[src/rtl/debounce_pkg.sv]
// debounce_pkg: shared debounce constants for dual_debounce and its channels.
package debounce_pkg;
  localparam int DEBOUNCE_STABLE_CYCLES = 1000;
  localparam int DEBOUNCE_CNT_W = 16;
  localparam int DEBOUNCE_SIM_CYCLES = 4;
endpackage

[src/rtl/debounce_chan.sv]
// debounce_chan: one-channel two-flop synchroniser, stability counter and edge pulses.
// DEBOUNCE_BYPASS_EN removes the counter so clean follows the synchronised input directly.
module debounce_chan
  import debounce_pkg::*;
#(
  parameter int STABLE_CYCLES = DEBOUNCE_STABLE_CYCLES,
  parameter int CNT_W = DEBOUNCE_CNT_W
) (
  input  logic clk,
  input  logic rst,
  input  logic raw,
  output logic clean,
  output logic rise,
  output logic fall
);
  logic sync1, sync2;
`ifdef DEBOUNCE_BYPASS_EN
  always_ff @(posedge clk) begin
    if (rst) begin
      sync1 <= 1'b0;
      sync2 <= 1'b0;
      clean <= 1'b0;
      rise <= 1'b0;
      fall <= 1'b0;
    end else begin
      sync1 <= raw;
      sync2 <= sync1;
      clean <= sync2;
      rise <= sync2 & ~clean;
      fall <= ~sync2 & clean;
    end
  end
`else
  localparam logic [CNT_W-1:0] TERM = CNT_W'(STABLE_CYCLES - 1);
  logic [CNT_W-1:0] cnt;
  always_ff @(posedge clk) begin
    if (rst) begin
      sync1 <= 1'b0;
      sync2 <= 1'b0;
      clean <= 1'b0;
      rise <= 1'b0;
      fall <= 1'b0;
      cnt <= '0;
    end else begin
      sync1 <= raw;
      sync2 <= sync1;
      rise <= 1'b0;
      fall <= 1'b0;
      if (sync2 == clean) cnt <= '0;
      else if (cnt == TERM) begin
        clean <= sync2;
        cnt <= '0;
        rise <= sync2;
        fall <= ~sync2;
      end else cnt <= cnt + 1'b1;
    end
  end
`endif
endmodule

[src/rtl/dual_debounce.sv]
// dual_debounce: WIDTH independent debounced inputs with rise/fall pulses.
// Define DEBOUNCE_BYPASS_EN to skip debouncing for fast simulation.
module dual_debounce
  import debounce_pkg::*;
#(
  parameter int WIDTH = 2,
  parameter int STABLE_CYCLES = DEBOUNCE_STABLE_CYCLES,
  parameter int CNT_W = DEBOUNCE_CNT_W
) (
  input  logic             clk,
  input  logic             rst,
  input  logic [WIDTH-1:0] raw_in,
  output logic [WIDTH-1:0] clean_out,
  output logic [WIDTH-1:0] rise,
  output logic [WIDTH-1:0] fall
);
  for (genvar i = 0; i < WIDTH; i++) begin : g_chan
    debounce_chan #(
      .STABLE_CYCLES(STABLE_CYCLES),
      .CNT_W(CNT_W)
    ) u_chan (
      .clk(clk),
      .rst(rst),
      .raw(raw_in[i]),
      .clean(clean_out[i]),
      .rise(rise[i]),
      .fall(fall[i])
    );
  end
endmodule

[config.mk]
export PLATFORM = sky130hd
export DESIGN_NAME = dual_debounce
export DESIGN_NICKNAME = d
export VERILOG_FILES = /design/src/rtl/debounce_pkg.sv /design/src/rtl/debounce_chan.sv /design/src/rtl/dual_debounce.sv
export SDC_FILE = /design/constraint.sdc
export NUM_CORES = 1
export LEC_CHECK = 0
export ABC_AREA = 1
export CAP_MARGIN = 10
export CORE_MARGIN = 10
export CORE_UTILIZATION = 50
export DETAILED_ROUTE_END_ITERATION = 12
export GPL_TIMING_DRIVEN = 1
export PLACE_DENSITY = 0.72
export SLEW_MARGIN = 20
export SYNTH_ARGS = -nofsm -noshare
export SYNTH_HDL_FRONTEND = slang
export SYNTH_SLANG_ARGS = --single-unit
[constraint.sdc]
create_clock -name clk -period 1.3 [get_ports clk]
set_input_delay 0.26 -clock clk [delete_from_list [all_inputs] [get_ports clk]]
set_output_delay 0.26 -clock clk [all_outputs]
set_load 0.01 [all_outputs]
==> results.md, run 1 <==
Synth:
- Yosys printed 0 warnings.
- The share of synthesized area spent on multiplexers is 0%.
- The flop and latch count out of synthesis is 42.
- After Yosys synthesis, XOR and XNOR cells account for 4.45% of the synthesized area.
- The synthesized netlist devotes 4.97% of its cell area to compound gates.
- The fraction of the yosys area taken by sequential cells is 38.8%.
- The synthesized netlist occupies a cell area of 2160 µm².
- The cell count after synthesis came out at 302.
- After synthesis, the largest family of logic cells by area is simple AND/OR/NAND/NOR gates.
- The net count of the mapped netlist is 308.
- Sorting the synthesized cells by area gives the leading types as dfxtp_1 (39%), nand2_1 (11%), nor2_1 (7.8%), inv_1 (7.1%), nor2_2 (6.9%).
- After Yosys synthesis, and, or, nand and nor cells account for 38.8% of the synthesized area.
- Of the post-synthesis cell area, the dominant cell type holds 38.8%.
- Of the total synthesized cell area, the portion taken by full adders, half adders and majority gates is 1.16%.
- Summed over all instances, the cell type with the most area after synthesis is dfxtp_1.
- Yosys mapped the design onto 27 distinct sky130hd cell types.
- The mean area per synthesized cell is 7.17 µm².

Global routing:
- The number of global-route vias before repair is 1,771.
- The global-route congestion overflow total is 0.
- The global-route wire length before repair is 7.25 mm.
- The overall fraction of global-route tracks in use is 11.8%.
- The number of antenna violations at the first check in global routing is 0.
- The pin count of the biggest net entering global routing is 16.

Cells and area:
- From synthesis to final layout, the design area changed by 21.6%.
- The post-route non-filler standard cell count is 378.
- The fraction of layout instances using a drive strength above 1 is 29.6%.
- In the layout the commonest cells are nand2_1 (57), inv_1 (38), dfxtp_1 (38).
- The antenna diode count is 0.
- The library cell used most frequently in the layout, excluding fill and tap cells, is nand2_1.
- After the last flow step, the layout net total stands at 333.
- The post-route core utilization is 64.4%.

Route:
- The first routing iteration left 91 violations.
- Wires add up to 4.22 mm.
- The via total after detailed routing is 1,862.
- The number of design rule violations left after detail routing is 0.
- The count of nets left with antenna violations once routing finished came out at 0.
- The number of vias per cell is 4.93.
- Dividing the detail-routed wire length by the instance count gives 11.2 µm.
- The first-pass detailed-route iteration total is 4.

Clock tree:
- The total CTS buffers is 5.
- In this run the number of H-tree levels came out at 2.
- The CTS tree is yes.
- Clock tree synthesis found a total of 42 sinks.
- The buffer cell driving the clock tree root is clkbuf_8.
- The number of buffers between clock root and the deepest sink is 2.
- At the later pin of the worst-skew pair, clock insertion delay measures 0.30 ns.
- Clock-pin slew was measured on the worst setup and hold paths at 0.09 ns.
- Hold repair after CTS inserted 0 buffers.

Die:
- The die is 85.8 µm wide.
- The top-level I/O count is 10.
- The number of standard-cell rows in the floorplan is 23.
- The vertical die dimension is 85.8 µm.
- The die covers 7360 µm².
- The initial standard-cell utilization of the core is 53.0%.
- In this run the standard cell core region covers 4090 µm².

Pwr:
- The sequential power share is 57.6%.
- The part of the total power dissipated in combinational logic is 3.1%.
- The proportion of power drawn by the clock network is 39.3%.
- The overall power of the completed layout is 2250 µW.
- The ratio of total power to cell area is 856 nW/µm².
- Internal power comes to 1710 µW.
- The switching power is 539 µW.
- The standby leakage power is 0.000953 µW.
- Net switching is 23.9% of the power.
- The worst IR drop on VDD is 0.716 mV.

Timing:
- The number of slew-limit violations in the final report is 0.
- In this run the tightest slew margin relative to its limit is 84.1%.
- The transition at the pin with the smallest max-transition slack is 0.238 ns.
- Setup violations remaining at the end of the flow were counted as 0.
- After layout, the worst path uses 97.7% of the clock period.
- The final critical delay including setup and external delays is 1.27 ns.
- Setup repair after global routing could not meet its margin everywhere.
- The number of hold violations in the final report was 0.
- The setup TNS after final layout is 0 ns.
- The achievable clock frequency is 787 MHz.
- The setup skew after layout is 0.00876 ns.

Place:
- After legalization and detailed placement, the total HPWL measured 2.89 mm.
- Including well taps, the total number of placed cells is 365.
- The count of buffers inserted at the top-level ports is 9.
- Routability-driven placement finished with a final weighted congestion of 0.871.

Setup path:
- The classification of the worst setup path is flop to flop.
- For the worst setup path, the data arrival time is 1.46 ns.
- The maximum net fanout on the critical path is 8.
- The endpoint class of the critical path is a flop.
- The slowest cell on the critical path is dfxtp_2.
- The most prevalent standard cell on the critical path is nor2_2.
- The slack of the worst reg-to-reg path is 0.03 ns.
- The largest incremental delay on the critical path is 0.36 ns.
- Traced cell by cell, the critical path runs through ha_4, inv_2, nor2_2, nand2_2, nor2_4, nand2_4, nand2_8, nor2_2.
- At the worst endpoint, the required time is 1.49 ns.
- The startpoint class of the critical path is a flop.

Run:
- The max capacitance violation total is 0.

Status:
- The run finished with clean final reports.

Min path:
- The worst hold path belongs to the class flop to flop.
==> sequential cells by signal (all words and copies together), names as in the netlist <==
signal / cells
g_chan.u_chan.fall: 2
g_chan.u_chan.cnt: 32
g_chan.u_chan.sync2: 2
g_chan.u_chan.sync1: 2
g_chan.u_chan.rise: 2
g_chan.u_chan.clean: 2
==> power by group through the flow <==
stage	registers, µW	clock network (µW)	logic, µW
floorplan	1330	0	35.0
global placement	1330	0	51.9
detailed placement	1330	0	52.6
CTS	1300	918	57.5
global route	1300	960	78.0
finish	1300	885	70.1
==> synth_stat cells <==
cell type	instances
nand3_2	1
inv_1	41
nor3_1	4
nor2_1	45
or2_0	1
clkinv_1	1
nand3b_1	1
buf_12	2
o21ai_0	1
dfxtp_1	42
nand2_2	6
a21oi_2	1
nand3_1	21
nand4_1	5
xnor2_1	4
xor2_1	7
inv_2	3
a21oi_4	1
nor2_4	2
nor2_2	24
buf_4	6
a21oi_1	11
o21bai_1	3
ha_1	2
nand2_1	64
nor3b_4	1
nand2_4	2
==> cells by family after synthesis <==
group	Yosys count
flops	42
fa+ha+maj	2
xor+xnor	11
buf+inv	53
compound gates	17
simple gates	177
==> through the flow <==
step / hold WS, ns / area, µm² / worst slack [ns]
after global routing: 0.449 / 2630 / -0.0501
final: 0.409 / 2630 / 0.0299
after floorplan: 0.331 / 2170 / 0.0108
after global placement: 0.392 / 2330 / -0.188
after detailed placement: 0.397 / 2330 / -0.236
after CTS: 0.411 / 2470 / 0.00923
==> repair_timing <==
| action | CTS | global route |
|---|---|---|
| buffers inserted | 0 | 3 |
| resized for setup | 12 | 34 |
| setup endpoints to repair | 31 | 36 |
| gates cloned | 1 | 1 |
| pin swaps | 2 | 12 |
==> worst max-delay path, delay by kind of cell, from the launching register on <==
family | cells | cell delay (ns)
adders and majority gates | 1 | 0.14
and+or+nand+nor | 6 | 0.63
buffers and inverters | 1 | 0.03
DFF | 1 | 0.36
==> worst paths after layout <==
path	end	cells after the start	startpoint
worst min register to register	g_chan[0].u_chan.sync2	2	g_chan[0].u_chan.sync1
worst min-delay path	g_chan[0].u_chan.sync2	2	g_chan[0].u_chan.sync1
worst max register to register	g_chan[0].u_chan.cnt[0]	8	g_chan[0].u_chan.cnt[0]
worst max-delay path	g_chan[0].u_chan.cnt[0]	8	g_chan[0].u_chan.cnt[0]
==> per-layer routing <==
layer,vias to the layer above,routed length (µm),track usage [%]
met3,6,143,3.12
met2,25,2030,20.0
met1,857,1990,13.3
li1,974,-,-
met4,0,53,5.99
met5,-,0,0
==> cell type report <==
cell class,instances,area [µm²]
fill,366,1450
multi-input combinational,209,1240
sequential,42,846
timing repair buffer,24,220
inverter,45,169
clock buffer,5,68.8
tap,50,62.6
clock inverter,3,25.0
(Power assumes the default switching activity.)
==> inputs of run 2 (changes only) <==
--- a/config.mk
+++ b/config.mk
@@ -6,9 +6,9 @@
 export NUM_CORES = 1
 export LEC_CHECK = 0
 export ABC_AREA = 1
-export CAP_MARGIN = 10
 export CORE_MARGIN = 10
 export CORE_UTILIZATION = 50
+export CTS_CLUSTER_DIAMETER = 60
 export DETAILED_ROUTE_END_ITERATION = 12
 export GPL_TIMING_DRIVEN = 1
 export PLACE_DENSITY = 0.72
==> results of run 2 <==
Same layout as run 1: the final DEF is identical, and so are final timing and power.
==> variant 1: new RTL, config.mk and constraints of run 2 <==
Register the input `raw_in` before use. The logic sees it one clock later.
--- a/src/rtl/dual_debounce.sv
+++ b/src/rtl/dual_debounce.sv
@@ -14,6 +14,13 @@
   output logic [WIDTH-1:0] rise,
   output logic [WIDTH-1:0] fall
 );
+
+  logic [WIDTH-1:0] raw_q;
+
+  always_ff @(posedge clk) begin
+      raw_q <= raw_in;
+  end
+
   for (genvar i = 0; i < WIDTH; i++) begin : g_chan
     debounce_chan #(
       .STABLE_CYCLES(STABLE_CYCLES),
@@ -21,7 +28,7 @@
     ) u_chan (
       .clk(clk),
       .rst(rst),
-      .raw(raw_in[i]),
+      .raw(raw_q[i]),
       .clean(clean_out[i]),
       .rise(rise[i]),
       .fall(fall[i])
Behaviour: no difference found for any inputs over 10 cycles, from zero or initial values and one cycle with rst high; that may be too few to reach the edited logic, so the function may still have changed.
==> variant 1 against run 2 <==
The run now ends with negative setup slack left; cell area fell by 3.3%; synthesized cell count fell by 3.0%; area after synthesis fell by 4.0%; count of clock-buffer cells in the layout did not move; maximum frequency fell by 2.8%; worst setup slack got worse by 37 ps; clock skew rose by 4.1 ps; non-clock buffer count rose by 2; sequential cell count rose by 2; critical path depth fell by 1; first-iteration DRC count fell by 7.7%; total power rose by 11%; wire length rose by 0.21%.
==> variant 1: results (changes against run 2) <==
Global route
  • GRT Total Usage: 10.8% (-1.0 points)
  • First-pass GRT wire length: 6580 µm (-9.3%)

Place
  • Pre-CTS setup slack: -151 ps (+85.5 ps)
  • Placed cells: 355 (-2.7%)

Finish
  • Share of cells above drive strength 1: 22.5% (-7.1 points)
  • Final-stage net count: 325 (-2.4%)

Worst setup path
  • RR Startpoint: g_chan[0].u_chan.cnt[1]
  • R2r setup slk: -7 ps (-40 ps)
  • Reg-to-reg endpoint: g_chan[0].u_chan.cnt[4]
  • Reg2reg path depth: 7 (-1)

STA
  • Setup TNS: -7.29 ps (-7.29 ps)
  • # setup viols final: 1 (+1)
  • Hold slack final: 389 ps (-20.2 ps)
  • Slew @ Worst Pin: 290 ps (+52.0 ps)
  • Final WS setup: -7.29 ps (-37.2 ps)

Yosys
  • Synth Area in Compound Gates: 4.16% (-0.81 points)
  • Register area share after synthesis: 42.4% (+3.6 points)
  • Most frequent cells after synthesis: 64 x nand2_1, 57 x nor2_1, 44 x dfxtp_1
  • Synthesis Warnings: 0 (unchanged)
  • Synth Area in XOR/XNOR: 5.90% (+1.5 points)
  • Synth cell types: 24 (-11%)
  • Gate Count Post-Synth: 293 (-3.0%)
  • Syn Nets: 299 (-2.9%)
  • Post-synthesis adder-cell area fraction: 1.20% (+0.049 points)

Outcome
  • Status: finished, violations left
  • Failing checks: negative setup slack

Pwr
  • Max VDD drop: 0.577 mV (-19%)
  • Pleak: 0.940 nW (-1.3%)
  • Switching fraction of total power: 21.5% (-2.4 points)

Drt
  • Initial DRC count: 84 (-7.7%)
  • Drt total wl: 4230 µm (+0.21%)
  • Via count: 1792 (-3.8%)

Worst hold path
  • HP Class: in2reg
  • Hold Path Stages: 1 (-1)
  • Hold path startpoint: raw_in[1]
variant 1: changes by cell type after synthesis, moves of 2 or more:
| cell | change |
|---|---|
| nor2_2 | -9 |
| nor2_1 | +12 |
| nand2_2 | -3 |
| nand3_1 | -3 |
| o21bai_1 | -2 |
| inv_1 | -6 |
| xor2_1 | +2 |
| dfxtp_1 | +2 |
| nand4_1 | +2 |
| nor2_4 | -2 |
variant 1: kinds of logic (layout without fill, tap and decap cells):
family | Yosys count | count (layout)
and+or+nand+nor | 170 | 171
buffers and inverters | 47 | 73
DFF | 44 | 44
AOI/OAI and AO/OA | 16 | 16
xor gates and xnor gates | 14 | 14
adders and majority gates | 2 | 2
variant 1: layer usage:
layer | wire, µm | up-vias | GRT usage (%)
li1 | - | 950 | -
met1 | 1990 | 791 | 13.9
met2 | 1940 | 45 | 16.3
met3 | 241 | 6 | 3.38
met4 | 55 | 0 | 4.04
met5 | 0 | - | 0
variant 1: what timing repair did:
action,in CTS,in global routing
setup buffers,1,4
gates resized for setup,10,30
cloned,0,2
pin swaps,0,5
endpoints found under the setup margin,39,34
variant 1: area by class of cell:
| type | count | area, µm² |
|---|---|---|
| Multi-Input combinational cell | 203 | 1090 |
| Clock inverter | 3 | 47.5 |
| Clock buffer | 5 | 68.8 |
| Tap cell | 50 | 62.6 |
| Inverter | 39 | 146 |
| Timing Repair Buffer | 26 | 240 |
| Fill cell | 352 | 1450 |
| Sequential cell | 44 | 893 |
variant 1: worst max-delay path by stage:
stage,slack [ps],to,start,depth (start not counted)
2_1_floorplan,40,g_chan[1].u_chan.cnt[9],g_chan[1].u_chan.cnt[0],9
3_3_place_gp,-110,g_chan[1].u_chan.cnt[2],rst,6
3_5_place_dp,-150,g_chan[1].u_chan.cnt[2],rst,6
4_1_cts,3,g_chan[0].u_chan.cnt[3],g_chan[0].u_chan.cnt[1],7
5_1_grt,-60,g_chan[0].u_chan.cnt[4],g_chan[0].u_chan.cnt[1],7
6_report,-7,g_chan[0].u_chan.cnt[4],g_chan[0].u_chan.cnt[1],7
variant 1: per-stage QoR:
stage	utilization, %	area [µm²]
6_report	63.7	2550
5_1_grt	63.7	2550
4_1_cts	59.5	2380
3_5_place_dp	56.2	2250
3_3_place_gp	56.2	2250
2_1_floorplan	-	2080
variant 1: worst register-to-register path, cell delays in order, from the launching register on:
cell and delay, ps:
dfxtp_2 360, ha_4 150, nand4_1 110, nor2_2 180
nand2_2 90, nand2_4 100, clkbuf_16 170, nor2_2 40
variant 1: power groups by stage:
stage / Sequential [mW] / Combinational, mW / Clock (mW)
finish: 1.36 / 0.0603 / 1.08
global route: 1.36 / 0.0675 / 1.15
CTS: 1.36 / 0.0495 / 1.10
detailed placement: 1.39 / 0.0480 / 0
global placement: 1.39 / 0.0474 / 0
floorplan: 1.39 / 0.0262 / 0
==> variant 2: new RTL, settings of run 2 <==
Made on the original files. The parameter `WIDTH` goes from 2 to 4.
--- a/src/rtl/dual_debounce.sv
+++ b/src/rtl/dual_debounce.sv
@@ -3,7 +3,7 @@
 module dual_debounce
   import debounce_pkg::*;
 #(
-  parameter int WIDTH = 2,
+  parameter int WIDTH = 4,
   parameter int STABLE_CYCLES = DEBOUNCE_STABLE_CYCLES,
   parameter int CNT_W = DEBOUNCE_CNT_W
 ) (
Ports: changed (resized clean_out, fall, raw_in and rise); port bits go from 10 to 18. The function was not compared with the original's and may differ.
==> variant 2 against run 2 <==
The flow now finishes with violations (negative setup slack); area after synthesis is 88% higher; global-route usage is 2.7 points higher; cell area is 95% higher; clock skew is 1.1 ps higher; first-iteration DRC count is 91% higher; total power is 110% higher; worst setup slack worse by 40 ps; wire length is 120% higher; sequential cell count is 42 higher; die area is 65% higher; critical endpoint is now g_chan[3].u_chan.cnt[2]; highest routed layer unchanged; sequential power is 100% higher; non-clock buffer count is 35 higher.
==> variant 2: results (changes against run 2) <==
Outcome
  • Status: finished, violations left
  • Failing checks: negative setup slack

Finish
  • Final core occ: 65.6% (+1.2 points)
  • Logic inverters: 77 (+71%)
  • Seq_cells: 84 (+100%)
  • Clock buf count: 11 (+6)
  • Non-CTS buffers: 59 (+150%)
  • Signal buffers share of area: 10.3% (+1.9 points)
  • Final-stage net count: 644 (+93%)
  • Seq/total area: 33.3% (+1.1 points)
  • Multi-input gate area: 2260 µm² (+82%)

Yosys
  • Syn Nets: 588 (+91%)
  • Avg Cell Area, Syn: 7.04 µm² (-1.8%)
  • Most frequent cells after synthesis: 132 x nand2_1, 110 x nor2_1, 84 x dfxtp_1
  • Largest cells by area after synthesis: dfxtp_1 41%, nand2_1 12%, nor2_1 10%, inv_1 6.6%, nand3_1 4.9%
  • Register area share after synthesis: 41.4% (+2.5 points)

Pwr
  • Max VDD drop: 0.583 mV (-19%)
  • Clk power: 2.05 mW (+130%)
  • Total power: 4.77 mW (+110%)

STA
  • Slew @ Worst Pin: 276 ps (+38.8 ps)
  • # setup viols final: 5 (+5)
  • Setup TNS: -23.1 ps (-23.1 ps)
  • Final WS setup: -9.83 ps (-39.7 ps)

Place
  • Dpl cell area: 4460 µm² (+92%)
  • GPL Wtd Cong: 0.904 (+3.8%)
  • Pre-CTS setup slack: -337 ps (-100 ps)
  • Placed cells: 713 (+95%)

Drt
  • Via count: 3717 (+100%)
  • Avg WL per Cell: 12.4 µm (+11%)

Global route
  • Grt met3 use: 3.48% (+0.36 points)
  • Grt met1 use: 17.1% (+3.8 points)
  • GRT met2 Usage: 25.1% (+5.1 points)

Worst setup path
  • CP Data Required Time: 1540 ps (+50 ps)
## variant 2: worst min-delay path, cell delays in order, from the launching register on
cell and delay, ps:
dfxtp_1 300, inv_1 40, nor2_1 30
## variant 2: path summary, 6_finish.rpt
check | startpoint | to | slack (ps) | cells after the start
setup / recovery | g_chan[3].u_chan.cnt[0] | g_chan[3].u_chan.cnt[2] | -10 | 9
hold / removal | g_chan[1].u_chan.sync1 | g_chan[1].u_chan.sync2 | 400 | 2
setup reg to reg | g_chan[3].u_chan.cnt[0] | g_chan[3].u_chan.cnt[2] | -10 | 9
hold reg to reg | g_chan[1].u_chan.sync1 | g_chan[1].u_chan.sync2 | 400 | 2
## variant 2: cells by family after synthesis
kind of cell               count (synthesis)
xor gates and xnor gates                  19
buffers and inverters                     94
adders and majority gates                  4
and+or+nand+nor                          338
AOI/OAI and AO/OA                         39
DFF                                       84
